`src/rtl/fetch.sv`:
```
// fetch - instruction fetch stage feeding decode.
//
// Owns the program counter, reads instruction words over a req/ack memory
// port, fetches an extension word when the opcode asks for one, and presents
// one instruction at a time to decode with a valid strobe. PC redirects from
// branch/jump logic take priority over everything but reset.
//
// Ports:
//   cpu_clk      clock, rising edge
//   cpu_rst      asynchronous reset, active low
//   mem_req      memory read request (held until mem_ack)
//   mem_addr     word address, stable while mem_req=1
//   mem_ack      read complete, mem_rdata valid this cycle
//   mem_rdata    read data
//   stall        decode cannot accept this cycle
//   redirect     load new PC (one-cycle pulse)
//   redirect_pc  redirect target
//   ins          instruction word to decode
//   ext          extension word, 0 when the instruction has none
//   ins_en       ins/ext/pc valid
//   pc           address of the instruction on ins
module fetch #(
  parameter logic [15:0] RESET_PC  = 16'h0000,
  parameter logic [15:0] EXT_MASK  = 16'h8000,
  parameter logic [15:0] EXT_MATCH = 16'h8000
) (
  input  logic        cpu_clk,
  input  logic        cpu_rst,
  output logic        mem_req,
  output logic [15:0] mem_addr,
  input  logic        mem_ack,
  input  logic [15:0] mem_rdata,
  input  logic        stall,
  input  logic        redirect,
  input  logic [15:0] redirect_pc,
  output logic [15:0] ins,
  output logic [15:0] ext,
  output logic        ins_en,
  output logic [15:0] pc
);

  typedef enum logic [2:0] {
    START     = 3'd0,
    FETCH_INS = 3'd1,
    FETCH_EXT = 3'd2,
    ISSUE     = 3'd3,
    DRAIN     = 3'd4
  } state_e;

  state_e      state_q, state_d;
  logic [15:0] fetch_pc_q, fetch_pc_d;
  logic [15:0] pend_pc_q, pend_pc_d;
  logic [15:0] ins_buf_q, ins_buf_d;
  logic        mem_req_q, mem_req_d;
  logic [15:0] mem_addr_q, mem_addr_d;
  logic [15:0] ins_q, ins_d;
  logic [15:0] ext_q, ext_d;
  logic [15:0] pc_q, pc_d;
  logic        ins_en_q, ins_en_d;

  // restart: abandon whatever is in flight and begin a fresh fetch at restart_pc
  logic        restart;
  logic [15:0] restart_pc;
  logic        rdata_ext;

  assign rdata_ext = (mem_rdata & EXT_MASK) == EXT_MATCH;

  always_comb begin
    state_d    = state_q;
    fetch_pc_d = fetch_pc_q;
    pend_pc_d  = pend_pc_q;
    ins_buf_d  = ins_buf_q;
    mem_req_d  = mem_req_q;
    mem_addr_d = mem_addr_q;
    ins_d      = ins_q;
    ext_d      = ext_q;
    pc_d       = pc_q;
    ins_en_d   = ins_en_q;
    restart    = 1'b0;
    restart_pc = redirect_pc;

    unique case (state_q)
      START: begin
        if (redirect) begin
          restart = 1'b1;
        end else begin
          state_d    = FETCH_INS;
          mem_req_d  = 1'b1;
          mem_addr_d = fetch_pc_q;
        end
      end

      FETCH_INS: begin
        if (mem_ack) begin
          if (redirect) begin
            restart = 1'b1;
          end else if (rdata_ext) begin
            // keep the request up, just move it to the extension word
            ins_buf_d  = mem_rdata;
            mem_addr_d = fetch_pc_q + 16'd1;
            state_d    = FETCH_EXT;
          end else begin
            state_d    = ISSUE;
            mem_req_d  = 1'b0;
            ins_d      = mem_rdata;
            ext_d      = 16'h0000;
            pc_d       = fetch_pc_q;
            ins_en_d   = 1'b1;
            fetch_pc_d = fetch_pc_q + 16'd1;
          end
        end else if (redirect) begin
          // request can't be withdrawn: park the target until the ack lands
          pend_pc_d = redirect_pc;
          state_d   = DRAIN;
        end
      end

      FETCH_EXT: begin
        if (mem_ack) begin
          if (redirect) begin
            restart = 1'b1;
          end else begin
            state_d    = ISSUE;
            mem_req_d  = 1'b0;
            ins_d      = ins_buf_q;
            ext_d      = mem_rdata;
            pc_d       = fetch_pc_q;
            ins_en_d   = 1'b1;
            fetch_pc_d = fetch_pc_q + 16'd2;
          end
        end else if (redirect) begin
          pend_pc_d = redirect_pc;
          state_d   = DRAIN;
        end
      end

      ISSUE: begin
        if (redirect) begin
          restart = 1'b1;
        end else if (!stall) begin
          ins_en_d   = 1'b0;
          state_d    = FETCH_INS;
          mem_req_d  = 1'b1;
          mem_addr_d = fetch_pc_q;
        end
      end

      DRAIN: begin
        // latest redirect wins, including one arriving with the ack
        if (redirect) pend_pc_d = redirect_pc;
        if (mem_ack) begin
          restart    = 1'b1;
          restart_pc = redirect ? redirect_pc : pend_pc_q;
        end
      end

      default: state_d = START;
    endcase

    if (restart) begin
      fetch_pc_d = restart_pc;
      ins_en_d   = 1'b0;
      state_d    = FETCH_INS;
      mem_req_d  = 1'b1;
      mem_addr_d = restart_pc;
    end
  end

  always_ff @(posedge cpu_clk or negedge cpu_rst) begin
    if (!cpu_rst) begin
      state_q    <= START;
      fetch_pc_q <= RESET_PC;
      pend_pc_q  <= RESET_PC;
      ins_buf_q  <= 16'h0000;
      mem_req_q  <= 1'b0;
      mem_addr_q <= RESET_PC;
      ins_q      <= 16'h0000;
      ext_q      <= 16'h0000;
      pc_q       <= 16'h0000;
      ins_en_q   <= 1'b0;
    end else begin
      state_q    <= state_d;
      fetch_pc_q <= fetch_pc_d;
      pend_pc_q  <= pend_pc_d;
      ins_buf_q  <= ins_buf_d;
      mem_req_q  <= mem_req_d;
      mem_addr_q <= mem_addr_d;
      ins_q      <= ins_d;
      ext_q      <= ext_d;
      pc_q       <= pc_d;
      ins_en_q   <= ins_en_d;
    end
  end

  assign mem_req  = mem_req_q;
  assign mem_addr = mem_addr_q;
  assign ins      = ins_q;
  assign ext      = ext_q;
  assign ins_en   = ins_en_q;
  assign pc       = pc_q;

endmodule

```
`config.mk`:
```
export PLATFORM = sky130hd
export DESIGN_NAME = fetch
export DESIGN_NICKNAME = d
export VERILOG_FILES = /design/src/rtl/fetch.sv
export SDC_FILE = /design/constraint.sdc
export NUM_CORES = 1
export LEC_CHECK = 0
export BUFFER_PORTS_ARGS = -buffer_cell sky130_fd_sc_hd__buf_4
export CORE_MARGIN = 10
export CORE_UTILIZATION = 35
export DETAILED_ROUTE_END_ITERATION = 10
export PLACE_DENSITY = 0.63
export SYNTH_ARGS = -nofsm -noshare
export SYNTH_HDL_FRONTEND = slang
export SYNTH_SLANG_ARGS = --single-unit
```
`constraint.sdc`:
```
create_clock -name cpu_clk -period 4.5 [get_ports cpu_clk]
set_input_delay 0.225 -clock cpu_clk [delete_from_list [all_inputs] [get_ports cpu_clk]]
set_output_delay 0.225 -clock cpu_clk [all_outputs]
set_load 0.01 [all_outputs]
```
==> out/qor.yml <==
setup_path:
  cpPeakStageDelay_ns: 1.08
  r2r_slack_ns: 1.87
  cp_top_family: "compound AO/OA/AOI/OAI gates"
  crit_path_end_kind: "register"
  cp_slowest_cell: "a221oi_4"
  worstPathBufferInverterCount: 0
  crit_fanout: 32
  path_cells: "nand2b_1, a221oi_4, nor2_1, a221o_1"
  crit_path_start_kind: "register"
  cp.required_ns: 4.79
  cp_data_arrival_time_ns: 2.92
  path_class: "register to register"
yosys:
  synth_edf_count: 0
  synth_ff_type: "dfrtp_1"
  async_flop_share_pct: 100
  ys_ff_latch: 117
  synth_top_family_by_area: "multiplexers"
  synth_top_area_cell: "dfrtp_1"
  synth-adder-area-share_pct: 0.437
  syn_area_per_cell_um2: 10.7
  netlist.area_leader.share_pct: 51.1
  synth.mux.area_fraction_pct: 14.7
  synth.top_cells.by_area: "dfrtp_1 (51%), mux2_2 (7.7%), mux2i_1 (5.1%)"
  synthesis.nets: 577
  synthXorXnorAreaFrac_pct: 4.10
  synthDistinctLibCells: 57
  yosys.area_share.simple_pct: 14.2
  synth_compound_area_share_pct: 11.5
  yosysWarnings: 0
  syn_inst: 538
  seq_area_frac_synth_pct: 51.1
  netlist_area_mm2: 0.00573
floorplan:
  die_w_um: 148
  die_area_mm2: 0.0219
  initial_core_util_pct: 36.0
  core_mm2: 0.0159
  die_h_um: 148
  ioPinCount: 103
  std_cell_rows: 46
route:
  avgRoutedWirePerCell_um: 16.9
  antenna_left: 0
  drt_iter0_markers: 334
  first_pass_iters: 5
  drc_errors: 0
  via_per_inst: 5.02
  vias: 4267
  wirelength_mm: 14.4
global_routing:
  grt_use_met2_pct: 19.4
  grt_busiest_layer: "met2"
  antenna_found_initial: 0
  grt_overflow: 0
  grt_pass1_wl_mm: 23.7
  grt_max_degree: 92
  use_met3_pct: 5.40
  grt_pass1_vias: 4438
  grt_usage_pct: 13.4
  gr-usage-met1_pct: 17.8
timing:
  period_minus_slack_ns: 2.63
  rsz0062_at_grt: "no"
  setup_tns_ns: 0
  tightest_slew_ns: 1.29
  period_share_pct: 58.5
  slew_headroom_pct: 14.3
  skew_ns: 0.00931
  fmax_mhz: 380
  slew_violations: 0
  finalHoldViolCount: 0
  finalSetupViolations: 0
cts:
  cts_resized: 0
  htreeDepth: 4
  cts-buffers-inserted: 17
  cts_root_buffer: "clkbuf_16"
  holdBufCountCts: 1
  cts_setup_buffers: 0
  clockBufferDepth: 2
  cts_tree: "built"
  clk_pin_slew_ns: 0.05
  clock_latency_ns: 0.41
  cts_sinks: 117
power_and_ir_drop:
  p_sw_share_pct: 34.3
  ir_drop_mv: 0.348
  comb_power_share_pct: 34.2
  p_clk_share_pct: 28.1
  p_int_mw: 3.38
  power_density_mw_per_mm2: 709
  p_seq_share_pct: 37.6
  p_leak_nw: 3.15
  p_sw_mw: 1.76
place:
  dp_hpwl_mm: 10.3
  gp_congestion: 0.791
  io_buffers: 102
cells_and_area:
  layout.nets: 660
  area_delta_synth_final_pct: 26.7
  final_cell_mix: "dfrtp_1 (117), buf_4 (107), nand2_1 (74)"
  num_antenna_cells: 0
  fin_util_pct: 45.6
  final_common_cell: "dfrtp_1"
  layout-drive-gt1-share_pct: 30.9
run:
  drv_cap: 0
run_status:
  outcome: "complete, no violations"
worst_hold_path:
  min_path_type: "input pin to register"
[per-stage QoR]
stage | std cells | cell area, um2 | setup slack [ns] | hold slack (ns) | power (mW)
4_1_cts | 850 | 7260 | 1.87 | 0.0254 | 5.21
6_report | 850 | 7260 | 1.87 | 0.0376 | 5.15
3_5_place_dp | 817 | 6620 | 1.89 | 0.340 | 3.73
2_1_floorplan | 538 | 5730 | 2.66 | -0.0706 | 3.00
5_1_grt | 850 | 7260 | 1.62 | 0.0228 | 5.50
3_3_place_gp | 817 | 6620 | 1.96 | 0.339 | 3.67
[state kept, by name (all words and copies together) (netlist names)]
| name | cells |
|---|---|
| ext | 16 |
| fetch_pc_q | 16 |
| ins | 16 |
| ins_buf_q | 16 |
| ins_en | 1 |
| mem_addr | 16 |
| mem_req | 1 |
| pc | 16 |
| pend_pc_q | 16 |
| state_q | 3 |
[power groups by stage]
stage / clock [mW] / combinational (mW) / sequential, mW
6_report: 1.45 / 1.76 / 1.94
5_1_grt: 1.53 / 1.96 / 2.01
4_1_cts: 1.48 / 1.79 / 1.94
3_5_place_dp: 0 / 1.78 / 1.95
3_3_place_gp: 0 / 1.74 / 1.93
2_1_floorplan: 0 / 1.15 / 1.85
[synthesized netlist by cell type (4+ instances only)]
cell type  instances
mux2_1            10
nor4_1             5
nor2b_1            5
mux2i_1           29
nor3b_1            4
a21boi_1           5
a21oi_1           14
dfrtp_1          117
o21ai_1            4
or2_2              4
nor4_2             4
xnor2_1           22
nand4_1            6
o21ai_0           44
nand2_1           74
clkbuf_1          19
nand3_1           14
mux2_2            39
nor3_1            15
o21a_1             6
nor2_1            23
buf_2             18
inv_1              5
[path summary, 6_finish.rpt]
path / from / to / cells past startpoint
max in group asynchronous: cpu_rst / ins_buf_q[15] / 3
min: redirect_pc[11] / pend_pc_q[11] / 2
max reg2reg: state_q[0] / mem_addr[11] / 4
max: state_q[0] / mem_addr[11] / 4
min in group asynchronous: cpu_rst / ext[8] / 2
min reg2reg: ins_buf_q[15] / ins_buf_q[15] / 1
[routing by layer]
layer / share of wire [%] / vias up
met5: 0 / -
met2: 44 / 149
met1: 47 / 2042
met4: 1.2 / 0
li1: - / 2059
met3: 7.5 / 17
[cell families after synthesis]
kind of cell,count (synthesis)
AND/OR/NAND/NOR,165
flip-flops,117
AO/OA/AOI/OAI,101
multiplexers,78
buffers and inverters,49
XOR/XNOR,26
adder cells (fa/ha/maj),2
[worst reg2reg max path, delay by kind of cell, from the launching register on]
| kind | cells | cell delay (ns) |
|---|---|---|
| flops | 1 | 0.73 |
| simple gates | 2 | 0.31 |
| compound gates | 2 | 1.47 |
[final cells by class]
type	instances	area [um2]
clock buffer	23	488
clock inverter	9	148
fill	1514	8680
inverter	5	18.8
multi-input combinational	372	2600
sequential	117	2930
tap	216	270
timing repair buffer	108	813
No activity file was read; power rests on OpenSTA's default activity.
